**config.mk**
```make
export PLATFORM = sky130hd
export DESIGN_NAME = aes_host_if
export DESIGN_NICKNAME = d
export VERILOG_FILES = /design/src/rtl/aes_host_pkg.sv /design/src/rtl/aes_block_serdes.sv /design/src/rtl/aes_host_if.sv
export SDC_FILE = /design/constraint.sdc
export NUM_CORES = 1
export LEC_CHECK = 0
export ABC_CLOCK_PERIOD_IN_PS = 49400
export CAP_MARGIN = 0
export CORE_MARGIN = 2
export CORE_UTILIZATION = 58
export DETAILED_ROUTE_END_ITERATION = 12
export PLACE_DENSITY = 0.95
export SYNTH_ARGS = -nofsm -noshare
export SYNTH_HDL_FRONTEND = slang
export SYNTH_SLANG_ARGS = --single-unit
```
**constraint.sdc**
```tcl
create_clock -name clk -period 49.4 [get_ports clk]
set_input_delay 14.82 -clock clk [delete_from_list [all_inputs] [get_ports clk]]
set_output_delay 14.82 -clock clk [all_outputs]
set_load 0.05 [all_outputs]
```
**src/rtl/aes_host_pkg.sv**
```systemverilog
// Shared types and constants for the AES-128 host-side initiator.
//   host_state_t : controller states
//   host_cmd_t   : latched command payload (direction + key-present flag)
package aes_host_pkg;

    localparam int unsigned AES_BLOCK_BYTES = 16;
    localparam int unsigned AES_BLOCK_W     = 128;
    localparam int unsigned BYTE_W          = 8;
    localparam int unsigned BYTE_CNT_W      = 4;

    typedef enum logic [2:0] {
        IDLE,
        LOAD_KEY,
        LOAD_DATA,
        START,
        WAIT_CORE,
        CAPTURE,
        UNLOAD
    } host_state_t;

    typedef struct packed {
        logic encrypt;
        logic new_key;
    } host_cmd_t;

endpackage

```
**src/rtl/aes_block_serdes.sv**
```systemverilog
// 128-bit block register with parallel load, MSB-first byte shift and a
// 4-bit byte counter.
//   load_i/load_data_i : parallel load, also clears the byte counter
//   shift_i/byte_i     : shift left by one byte, byte_i enters at the bottom
//   data_o             : full register
//   byte_o             : most-significant byte (next byte to emit)
//   cnt_o              : bytes shifted since the last load / wrap
//   last_o             : counter sits on the final byte of the block
module aes_block_serdes
    import aes_host_pkg::*;
(
    input  logic                   clk,
    input  logic                   reset,
    input  logic                   load_i,
    input  logic [AES_BLOCK_W-1:0] load_data_i,
    input  logic                   shift_i,
    input  logic [BYTE_W-1:0]      byte_i,
    output logic [AES_BLOCK_W-1:0] data_o,
    output logic [BYTE_W-1:0]      byte_o,
    output logic [BYTE_CNT_W-1:0]  cnt_o,
    output logic                   last_o
);

    logic [AES_BLOCK_W-1:0] data_q, data_d;
    logic [BYTE_CNT_W-1:0]  cnt_q, cnt_d;

    // Load wins over shift; the counter wraps naturally after byte 15.
    always_comb begin
        data_d = data_q;
        cnt_d  = cnt_q;
        if (load_i) begin
            data_d = load_data_i;
            cnt_d  = '0;
        end else if (shift_i) begin
            data_d = {data_q[AES_BLOCK_W-BYTE_W-1:0], byte_i};
            cnt_d  = BYTE_CNT_W'(cnt_q + 1'b1);
        end
    end

    always_ff @(posedge clk or posedge reset) begin
        if (reset) begin
            data_q <= '0;
            cnt_q  <= '0;
        end else begin
            data_q <= data_d;
            cnt_q  <= cnt_d;
        end
    end

    assign data_o = data_q;
    assign byte_o = data_q[AES_BLOCK_W-1 -: BYTE_W];
    assign cnt_o  = cnt_q;
    assign last_o = (cnt_q == BYTE_CNT_W'(AES_BLOCK_BYTES - 1));

endmodule

```
**src/rtl/aes_host_if.sv**
```systemverilog
// Host-side initiator for the AES-128 core controller.
//   cmd_*      : command handshake (encrypt/decrypt, key-present flag)
//   in_*       : byte stream in, optional 16-byte key then 16-byte block
//   out_*      : 16 result bytes out, MSB first, out_last on byte 15
//   core_*     : start pulse, keyChange, selCypher, key and block to the
//                core; done/result back from it
//   busy       : controller not idle
//   err_*      : one-cycle pulses for core timeout / missing key
module aes_host_if
    import aes_host_pkg::*;
#(
    parameter int unsigned TIMEOUT_CYCLES = 64
) (
    input  logic                   clk,
    input  logic                   reset,
    input  logic                   cmd_valid,
    output logic                   cmd_ready,
    input  logic                   cmd_encrypt,
    input  logic                   cmd_new_key,
    input  logic                   in_valid,
    output logic                   in_ready,
    input  logic [BYTE_W-1:0]      in_data,
    output logic                   out_valid,
    input  logic                   out_ready,
    output logic [BYTE_W-1:0]      out_data,
    output logic                   out_last,
    output logic                   core_start,
    output logic                   core_key_change,
    output logic                   core_sel_cypher,
    output logic [AES_BLOCK_W-1:0] core_key,
    output logic [AES_BLOCK_W-1:0] core_din,
    input  logic                   core_done,
    input  logic [AES_BLOCK_W-1:0] core_dout,
    output logic                   busy,
    output logic                   err_timeout,
    output logic                   err_no_key
);

    localparam int unsigned TMO_W = (TIMEOUT_CYCLES > 2) ? $clog2(TIMEOUT_CYCLES) : 1;

    host_state_t            state_q, state_d;
    host_cmd_t              cmd_q, cmd_d;
    logic                   key_loaded_q, key_loaded_d;
    logic [AES_BLOCK_W-1:0] key_q, key_d;
    logic [TMO_W-1:0]       tmo_q, tmo_d;

    logic                   cmd_ready_q, cmd_ready_d;
    logic                   in_ready_q, in_ready_d;
    logic                   out_valid_q, out_valid_d;
    logic                   out_last_q, out_last_d;
    logic                   busy_q, busy_d;
    logic                   core_start_q, core_start_d;
    logic                   core_key_change_q, core_key_change_d;
    logic                   core_sel_cypher_q, core_sel_cypher_d;
    logic [AES_BLOCK_W-1:0] core_key_q, core_key_d;
    logic [AES_BLOCK_W-1:0] core_din_q, core_din_d;
    logic                   err_timeout_q, err_timeout_d;
    logic                   err_no_key_q, err_no_key_d;

    logic                   in_load, in_shift, out_load, out_shift;
    logic [AES_BLOCK_W-1:0] in_blk, in_next, out_blk;
    logic [BYTE_W-1:0]      in_head;
    logic [BYTE_CNT_W-1:0]  in_cnt, out_cnt, out_cnt_nxt;
    logic                   in_last, out_last_byte;
    logic                   unused_serdes;

    // Key/data assembly path
    aes_block_serdes u_in_path (
        .clk         (clk),
        .reset       (reset),
        .load_i      (in_load),
        .load_data_i ('0),
        .shift_i     (in_shift),
        .byte_i      (in_data),
        .data_o      (in_blk),
        .byte_o      (in_head),
        .cnt_o       (in_cnt),
        .last_o      (in_last)
    );

    // Result unload path
    aes_block_serdes u_out_path (
        .clk         (clk),
        .reset       (reset),
        .load_i      (out_load),
        .load_data_i (core_dout),
        .shift_i     (out_shift),
        .byte_i      ('0),
        .data_o      (out_blk),
        .byte_o      (out_data),
        .cnt_o       (out_cnt),
        .last_o      (out_last_byte)
    );

    assign unused_serdes = ^{in_head, in_cnt, out_blk};

    // Block value including the byte being accepted this cycle
    assign in_next = {in_blk[AES_BLOCK_W-BYTE_W-1:0], in_data};

    // Next-state and output decode
    always_comb begin
        state_d           = state_q;
        cmd_d             = cmd_q;
        key_loaded_d      = key_loaded_q;
        key_d             = key_q;
        tmo_d             = tmo_q;
        core_key_change_d = core_key_change_q;
        core_sel_cypher_d = core_sel_cypher_q;
        core_key_d        = core_key_q;
        core_din_d        = core_din_q;
        err_timeout_d     = 1'b0;
        err_no_key_d      = 1'b0;
        in_load           = 1'b0;
        in_shift          = 1'b0;
        out_load          = 1'b0;
        out_shift         = 1'b0;

        unique case (state_q)
            IDLE: begin
                if (cmd_valid && cmd_ready_q) begin
                    cmd_d   = '{encrypt: cmd_encrypt, new_key: cmd_new_key};
                    in_load = 1'b1;
                    if (!cmd_new_key && !key_loaded_q) begin
                        err_no_key_d = 1'b1;
                    end else if (cmd_new_key) begin
                        state_d = LOAD_KEY;
                    end else begin
                        state_d = LOAD_DATA;
                    end
                end
            end
            LOAD_KEY: begin
                if (in_valid && in_ready_q) begin
                    in_shift = 1'b1;
                    if (in_last) begin
                        key_d        = in_next;
                        key_loaded_d = 1'b1;
                        state_d      = LOAD_DATA;
                    end
                end
            end
            LOAD_DATA: begin
                // Core-facing registers load on entry so they are valid in START
                if (in_valid && in_ready_q) begin
                    in_shift = 1'b1;
                    if (in_last) begin
                        core_key_d        = key_q;
                        core_din_d        = in_next;
                        core_key_change_d = cmd_q.new_key;
                        core_sel_cypher_d = cmd_q.encrypt;
                        state_d           = START;
                    end
                end
            end
            START: begin
                tmo_d   = '0;
                state_d = WAIT_CORE;
            end
            WAIT_CORE: begin
                tmo_d = TMO_W'(tmo_q + 1'b1);
                // done wins over a coincident timeout
                if (core_done) begin
                    state_d = CAPTURE;
                end else if (tmo_q == TMO_W'(TIMEOUT_CYCLES - 1)) begin
                    err_timeout_d = 1'b1;
                    key_loaded_d  = 1'b0;
                    state_d       = IDLE;
                end
            end
            CAPTURE: begin
                out_load = 1'b1;
                state_d  = UNLOAD;
            end
            UNLOAD: begin
                if (out_valid_q && out_ready) begin
                    out_shift = 1'b1;
                    if (out_last_byte) begin
                        state_d = IDLE;
                    end
                end
            end
            default: state_d = IDLE;
        endcase

        // Handshake flags decoded from the next state so they register in step
        cmd_ready_d  = (state_d == IDLE);
        in_ready_d   = (state_d == LOAD_KEY) || (state_d == LOAD_DATA);
        out_valid_d  = (state_d == UNLOAD);
        busy_d       = (state_d != IDLE);
        core_start_d = (state_d == START);

        if (out_load) begin
            out_cnt_nxt = '0;
        end else if (out_shift) begin
            out_cnt_nxt = BYTE_CNT_W'(out_cnt + 1'b1);
        end else begin
            out_cnt_nxt = out_cnt;
        end
        out_last_d = (state_d == UNLOAD) && (out_cnt_nxt == BYTE_CNT_W'(AES_BLOCK_BYTES - 1));
    end

    // State and output registers
    always_ff @(posedge clk or posedge reset) begin
        if (reset) begin
            state_q           <= IDLE;
            cmd_q             <= '0;
            key_loaded_q      <= 1'b0;
            key_q             <= '0;
            tmo_q             <= '0;
            cmd_ready_q       <= 1'b0;
            in_ready_q        <= 1'b0;
            out_valid_q       <= 1'b0;
            out_last_q        <= 1'b0;
            busy_q            <= 1'b0;
            core_start_q      <= 1'b0;
            core_key_change_q <= 1'b0;
            core_sel_cypher_q <= 1'b0;
            core_key_q        <= '0;
            core_din_q        <= '0;
            err_timeout_q     <= 1'b0;
            err_no_key_q      <= 1'b0;
        end else begin
            state_q           <= state_d;
            cmd_q             <= cmd_d;
            key_loaded_q      <= key_loaded_d;
            key_q             <= key_d;
            tmo_q             <= tmo_d;
            cmd_ready_q       <= cmd_ready_d;
            in_ready_q        <= in_ready_d;
            out_valid_q       <= out_valid_d;
            out_last_q        <= out_last_d;
            busy_q            <= busy_d;
            core_start_q      <= core_start_d;
            core_key_change_q <= core_key_change_d;
            core_sel_cypher_q <= core_sel_cypher_d;
            core_key_q        <= core_key_d;
            core_din_q        <= core_din_d;
            err_timeout_q     <= err_timeout_d;
            err_no_key_q      <= err_no_key_d;
        end
    end

    assign cmd_ready       = cmd_ready_q;
    assign in_ready        = in_ready_q;
    assign out_valid       = out_valid_q;
    assign out_last        = out_last_q;
    assign busy            = busy_q;
    assign core_start      = core_start_q;
    assign core_key_change = core_key_change_q;
    assign core_sel_cypher = core_sel_cypher_q;
    assign core_key        = core_key_q;
    assign core_din        = core_din_q;
    assign err_timeout     = err_timeout_q;
    assign err_no_key      = err_no_key_q;

endmodule

```
==> results of run 1 <==
metrics by stage:
step	instances	instance area [um^2]	worst slack [ns]	util
finish	3563	32600	31.23	0.723
global route	3563	32600	30.58	0.723
CTS	3561	32600	31.12	0.723
detailed placement	3448	30600	30.41	0.678
global placement	3448	30600	30.54	0.678
floorplan	2579	26400	16.03	-
synthesized netlist by cell type, types with 3 or more instances:
cell      instances
nand2_1        1158
dfrtp_1         662
mux2_2          130
a21oi_1         129
o21ai_0         124
mux2i_1         121
buf_2            84
clkbuf_1         36
buf_4            23
nand3_1          15
buf_6            13
buf_1            11
nor2_1            8
and4_1            7
inv_1             7
nor3_1            4
xnor2_1           4
a31oi_1           3
and3_1            3
ha_1              3
or3_1             3
area by class of cell:
cell class              count  area share
clock inverters            15     0.00610
clock buffers              98      0.0566
repair buffers            436       0.132
well taps                 600      0.0230
inverters                   8     0.00138
multi-input cells        1742       0.272
diodes                      2    0.000153
flip-flops and latches    662       0.508
how the worst max path moves through the flow:
stage	from	to	slack (ns)	depth (start not counted)
6_report	reset	key_q[51]	31.23	5
3_3_place_gp	reset	core_din[50]	30.54	5
3_5_place_dp	reset	core_key[43]	30.41	5
4_1_cts	reset	core_din[57]	31.12	5
2_1_floorplan	reset	busy	16.03	1
5_1_grt	reset	core_key[58]	30.58	5
state kept, by name, summed over array words and instances, names as in the netlist, 2 cells and up:
register,flops
u_in_path.cnt_o,4
u_out_path.cnt_o,4
key_q,128
cmd_q,2
tmo_q,6
u_out_path.data_o,128
state_q,3
core_din,128
core_key,128
u_in_path.data_o,120
worst max-delay path, cell delays in order:
cell	delay [ns]
clkdlybuf4s50_1	0.50
inv_8	0.52
buf_4	0.89
buf_4	0.86
buf_4	0.98
report_power, final:
| group | leakage, nW | internal, mW | switching [mW] |
|---|---|---|---|
| Sequential | 9.05 | 0.601 | 0.0481 |
| Clock | 0.999 | 0.272 | 0.207 |
| Combinational | 6.63 | 0.0657 | 0.108 |
| Total | 16.7 | 0.938 | 0.363 |
kinds of logic after synthesis:
kind of cell | count (synthesis)
mux | 251
compound gates | 270
buf+inv | 175
flops | 662
xor+xnor | 6
fa+ha+maj | 3
simple gates | 1212
cells in the final DEF (no fill, tap or decap), types with 2 or more instances in the layout:
cell	instances
a211oi_1	2
a21oi_1	129
a221oi_1	2
a31oi_1	3
and3_1	3
and4_1	6
and4b_1	2
buf_4	19
bufinv_16	3
clkbuf_1	19
clkbuf_16	61
clkbuf_8	18
clkdlybuf4s50_1	417
clkinv_2	7
clkinvlp_4	2
dfrtp_1	662
diode_2	2
ha_1	3
inv_1	6
inv_8	2
mux2_2	130
mux2i_1	121
nand2_1	1157
nand3_1	15
nand3b_1	2
nand4_1	2
nor2_1	7
nor2_4	2
nor3_1	4
nor3b_1	2
o21ai_0	124
o311ai_0	2
or3_1	2
xnor2_1	4
xor2_1	2
layer usage:
layer	wire length (um)	vias up	GRT usage	part of all wire
li1	-	8966	-	-
met1	27400	10300	0.388	0.38
met2	35900	935	0.514	0.49
met3	6430	223	0.0892	0.088
met4	3120	0	0.137	0.043
met5	0	-	0	0
==> flow_metrics.tcl, run 1 <==
set metrics [dict create \
    status "complete, no violations" \
    grt_antenna_before_repair 2 \
    grt_pass1_wl_um 116000 \
    timing.rr.end "core_key[50]" \
    rsz0062_at_grt "false" \
    synthTopCellsByArea "dfrtp_1, nand2_1, mux2_2, mux2i_1, a21oi_1" \
    synth-async-reset-ratio 1.00 \
    core_um2 45100 \
    power.static_leakage_nw 16.7 \
    drcViolationCount 0 \
    synth_top_area_cell "dfrtp_1" \
    period_minus_slack_ns 18.17 \
    grtUsageTotal 0.313 \
    hold_viol_final 0 \
    wl_per_cell_um 20.4 \
    min_to "core_key[0]" \
    synthAdderAreaFrac 0.00142 \
    min_from "key_q[0]" \
    finalCritPeriodShare 0.368 \
    fin_skew_ns 0.0457 \
    synth_cell_types 44 \
    synth_area_um2 26400 \
    grt_max_degree 188 \
    reg2regPathDepth 5 \
    holdWs_ns 0.442 \
    ff_latch_area_um2 16600 \
    fmax_mhz 55.0 \
    multiInputGateArea_um2 8880 \
    port-buffer-count 417 \
    synthSimpleGateAreaFrac 0.178 \
    firstDrtPassIters 8 \
    clk_pin_slew_worst_paths_ns 0.07 \
    cts.repair.resized 0 \
    via_per_inst 5.72 \
    first_global_vias 21200 \
    gr-total-overflow 0 \
    clock_latency_ns 0.65 \
    drtIter0Drc 2133 \
    max-vdd-ir-drop_mv 0.0275 \
    syn_to_final_growth_pct 23.7 \
    crit_fanout 101 \
    min_path_type "flip-flop to flip-flop" \
    critPathLaunchType "primary input" \
    htree_levels 2 \
    powerDensity_nw_per_um2 39.9 \
    ys_seq_elements 662 \
    gp_congestion 0.870 \
    cts_buffers 61 \
    vias 20400 \
    worst_slew_pin_slew_ns 1.23 \
    synth_top_family_by_area "simple AND/OR/NAND/NOR gates" \
    cts_tree "yes" \
    finalSetupViolations 0 \
    synth_top_area_share 0.628 \
    hold_buffers 0 \
    syn_inst 2579 \
    cts_setup_buffers 0 \
    seq_area_frac_synth 0.628 \
    muxShareOfSynthArea 0.101 \
    cts_max_path_buffers 3 \
    die_h_um 217 \
    arrival_ns 18.77 \
    r2r_slack_ns 45.44 \
    die-area_um2 47200 \
    cp-end-kind "async pin" \
    slew_violations 0 \
    cp_data_required_time_ns 50.00 \
    rows 78 \
    mappedNetlistNets 2726 \
    crit_type "primary input to async pin" \
    pin_count 418 \
    hold_depth 2 \
    synthFlopType "dfrtp_1" \
    cts_root_buffer "clkbuf_16" \
    antenna_left 0 \
    dp_hpwl_um 45600 \
    nNetsFinal 3058 \
    power_mw 1.30 \
    drive_above_1_share 0.0854 \
    die_x_um 217 \
    ys.warnings.count 0 \
    synth_edf_count 0 \
    finalSetupTns_ns 0 \
    clkSinkCount 662 \
    max_slew_margin 0.177 \
    nFillCells 2780 \
    synth_compound_area_frac 0.0532 \
    maxCapViolCount 0 \
    synth-xor-area-share 0.00199 \
    synth_area_per_cell_um2 10.2 \
    reg2reg_from "state_q[2]" \
    routed_wl_um 72800 \
    initial_core_util 0.585 \
]
No activity file was read; power rests on OpenSTA's default activity.
==> run 2: changes to the inputs <==
ABC_CLOCK_PERIOD_IN_PS = 17000   (was 49400)
CORE_UTILIZATION = 54   (was 58)
PLACE_DENSITY = 0.9   (was 0.95)
clock period = 17 ns   (was 49.4 ns; I/O delays follow)
==> run 2 against run 1 <==
  * Via count fell by 1.8%
  * Worst hold slack gained 0.019 ns
  * Combinational power grew to 2.9 times the previous value
  * Power rose to 2.9 times the previous value
  * Wire length decreased by 3.6%
  * Cell count up 0.56%
  * Cell area rose by 0.49%
  * First-iteration DRC count decreased by 19%
  * Sequential share of layout area is 0.25 points lower
  * Sequential cell count unchanged
  * Core utilization decreased by 4.0 points
  * Critical path type is now primary input to flip-flop
  * Largest cell class unchanged
==> flow_metrics.tcl, run 2 (synthesis gave the netlist of run 1 again) <==
set metrics [dict create \
    status "complete, no violations" \
    finalSetupTns_ns 0 \
    grt_pass1_wl_um 111000 \
    cp_data_required_time_ns 17.52 \
    grtUsageTotal 0.280 \
    drtIter0Drc 1721 \
    dp_hpwl_um 44900 \
    final_cell_mix "nand2_1, dfrtp_1, clkdlybuf4s50_1" \
    port-buffer-count 417 \
    power.static_leakage_nw 16.8 \
    cpMaxStageDelayCell "buf_4" \
    reg2regPathDepth 5 \
    cts_max_path_buffers 3 \
    nNetsFinal 3062 \
    cts_root_buffer "clkbuf_16" \
    crit_type "primary input to flip-flop" \
    final_common_cell "nand2_1" \
    max-vdd-ir-drop_mv 0.0697 \
    min_path_type "flip-flop to flip-flop" \
    clock_latency_ns 0.60 \
    die-area_um2 50600 \
    die_h_um 225 \
    drcViolationCount 0 \
    core_um2 47900 \
    hold_buffers 0 \
    switching_power_mw 1.05 \
    critPathLaunchType "primary input" \
    multiInputGateArea_um2 8880 \
    crit_fanout 154 \
    cts_buffers 68 \
    fmax_mhz 122 \
    dp.cells 3460 \
    cts.repair.resized 0 \
    maxCapViolCount 0 \
    crit_chain "clkdlybuf4s50_1 -> nand2_1 -> or4_4 -> inv_8 -> buf_4 -> nand2_1 -> nand2_1" \
    rows 80 \
    hold_depth 2 \
    clkSinkCount 662 \
    pin_count 418 \
    fin_skew_ns 0.0191 \
    rsz0062_at_grt "false" \
    grt_antenna_before_repair 3 \
    antenna_left 0 \
    syn_to_final_growth_pct 24.3 \
    cts_setup_buffers 0 \
    p_int_mw 2.79 \
    gr-total-overflow 0 \
    gp_congestion 0.851 \
    die_x_um 225 \
    powerDensity_nw_per_um2 117 \
    worst_slew_pin_slew_ns 1.17 \
    htree_levels 3 \
    nFillCells 3196 \
    finalSetupViolations 0 \
    vias 20000 \
    max_slew_margin 0.221 \
    slew_violations 0 \
    arrival_ns 8.73 \
    cp_common_cell "nand2_1" \
    seqPwrFrac 0.491 \
    finalCritPeriodShare 0.483 \
    clkPwrFrac 0.380 \
    period_minus_slack_ns 8.21 \
    grt_max_degree 193 \
    routed_wl_um 70200 \
    final_cells 3583 \
    holdWs_ns 0.461 \
    drive_above_1_share 0.0870 \
    wl_per_cell_um 19.6 \
    ff_latch_area_um2 16600 \
    power_frac_comb 0.129 \
    via_per_inst 5.58 \
    critPathMaxStageDelay_ns 0.96 \
    utilization 0.683 \
    first_global_vias 20500 \
    hold_viol_final 0 \
    cts_tree "yes" \
    clk_pin_slew_worst_paths_ns 0.06 \
    firstDrtPassIters 5 \
    cp-end-kind "flip-flop" \
    switching_share 0.273 \
    initial_core_util 0.550 \
]
## run 2: changes by cell type in the layout (fill, tap and decap cells not counted), sizes merged
| cell | previous run | this run |
|---|---|---|
| buf | 19 | 16 |
| bufinv | 3 | 1 |
| clkinvlp | 2 | 3 |
| clkinv | 8 | 10 |
| clkbuf | 98 | 105 |
## run 2: final cells by class
type	count	share of cell area
sequential	662	0.506
inverter	8	0.00126
timing repair buffer	433	0.132
antenna	2	0.000153
clock buffer	105	0.0627
tap	615	0.0235
clock inverter	16	0.00370
multi-input combinational	1742	0.271
## run 2: power groups by stage
stage          Clock [mW]  Sequential, mW  Combinational [mW]
3_3_place_gp            0            1.89               0.469
4_1_cts              1.48            1.88               0.500
2_1_floorplan           0            1.87               0.365
3_5_place_dp            0            1.91               0.493
6_report             1.46            1.88               0.496
5_1_grt              1.54            1.90               0.553
## run 2: worst max-delay path: cells and delay by family
| family | cells | cell delay (ns) |
|---|---|---|
| buf+inv | 3 | 2.22 |
| simple gates | 4 | 1.35 |
## run 2: layer usage
layer	GRT usage	routed length [um]	up-vias
met5	0	0	-
met4	0.120	3030	0
met3	0.0718	5650	196
met2	0.456	34100	850
met1	0.357	27400	9964
li1	-	-	8991
## run 2: stage by stage
step                      total power, mW  area (um^2)  setup slack (ns)
final                                3.83        32800              8.79
after global routing                 4.00        32800              8.58
after CTS                            3.86        32800              8.80
after detailed placement             2.40        30600              8.25
after global placement               2.36        30600              8.41
after floorplan                      2.23        26400              2.85
## run 2: worst paths after layout
check                                 from              endpoint  slack [ns]
worst max-delay path              in_valid          core_din[52]        8.79
worst min-delay path             key_q[68]          core_key[68]        0.46
worst max register to register  state_q[2]             key_q[25]       13.09
worst min register to register   key_q[68]          core_key[68]        0.46
max in group asynchronous            reset  u_in_path.data_o[70]        9.55
min in group asynchronous            reset             key_q[18]        5.11
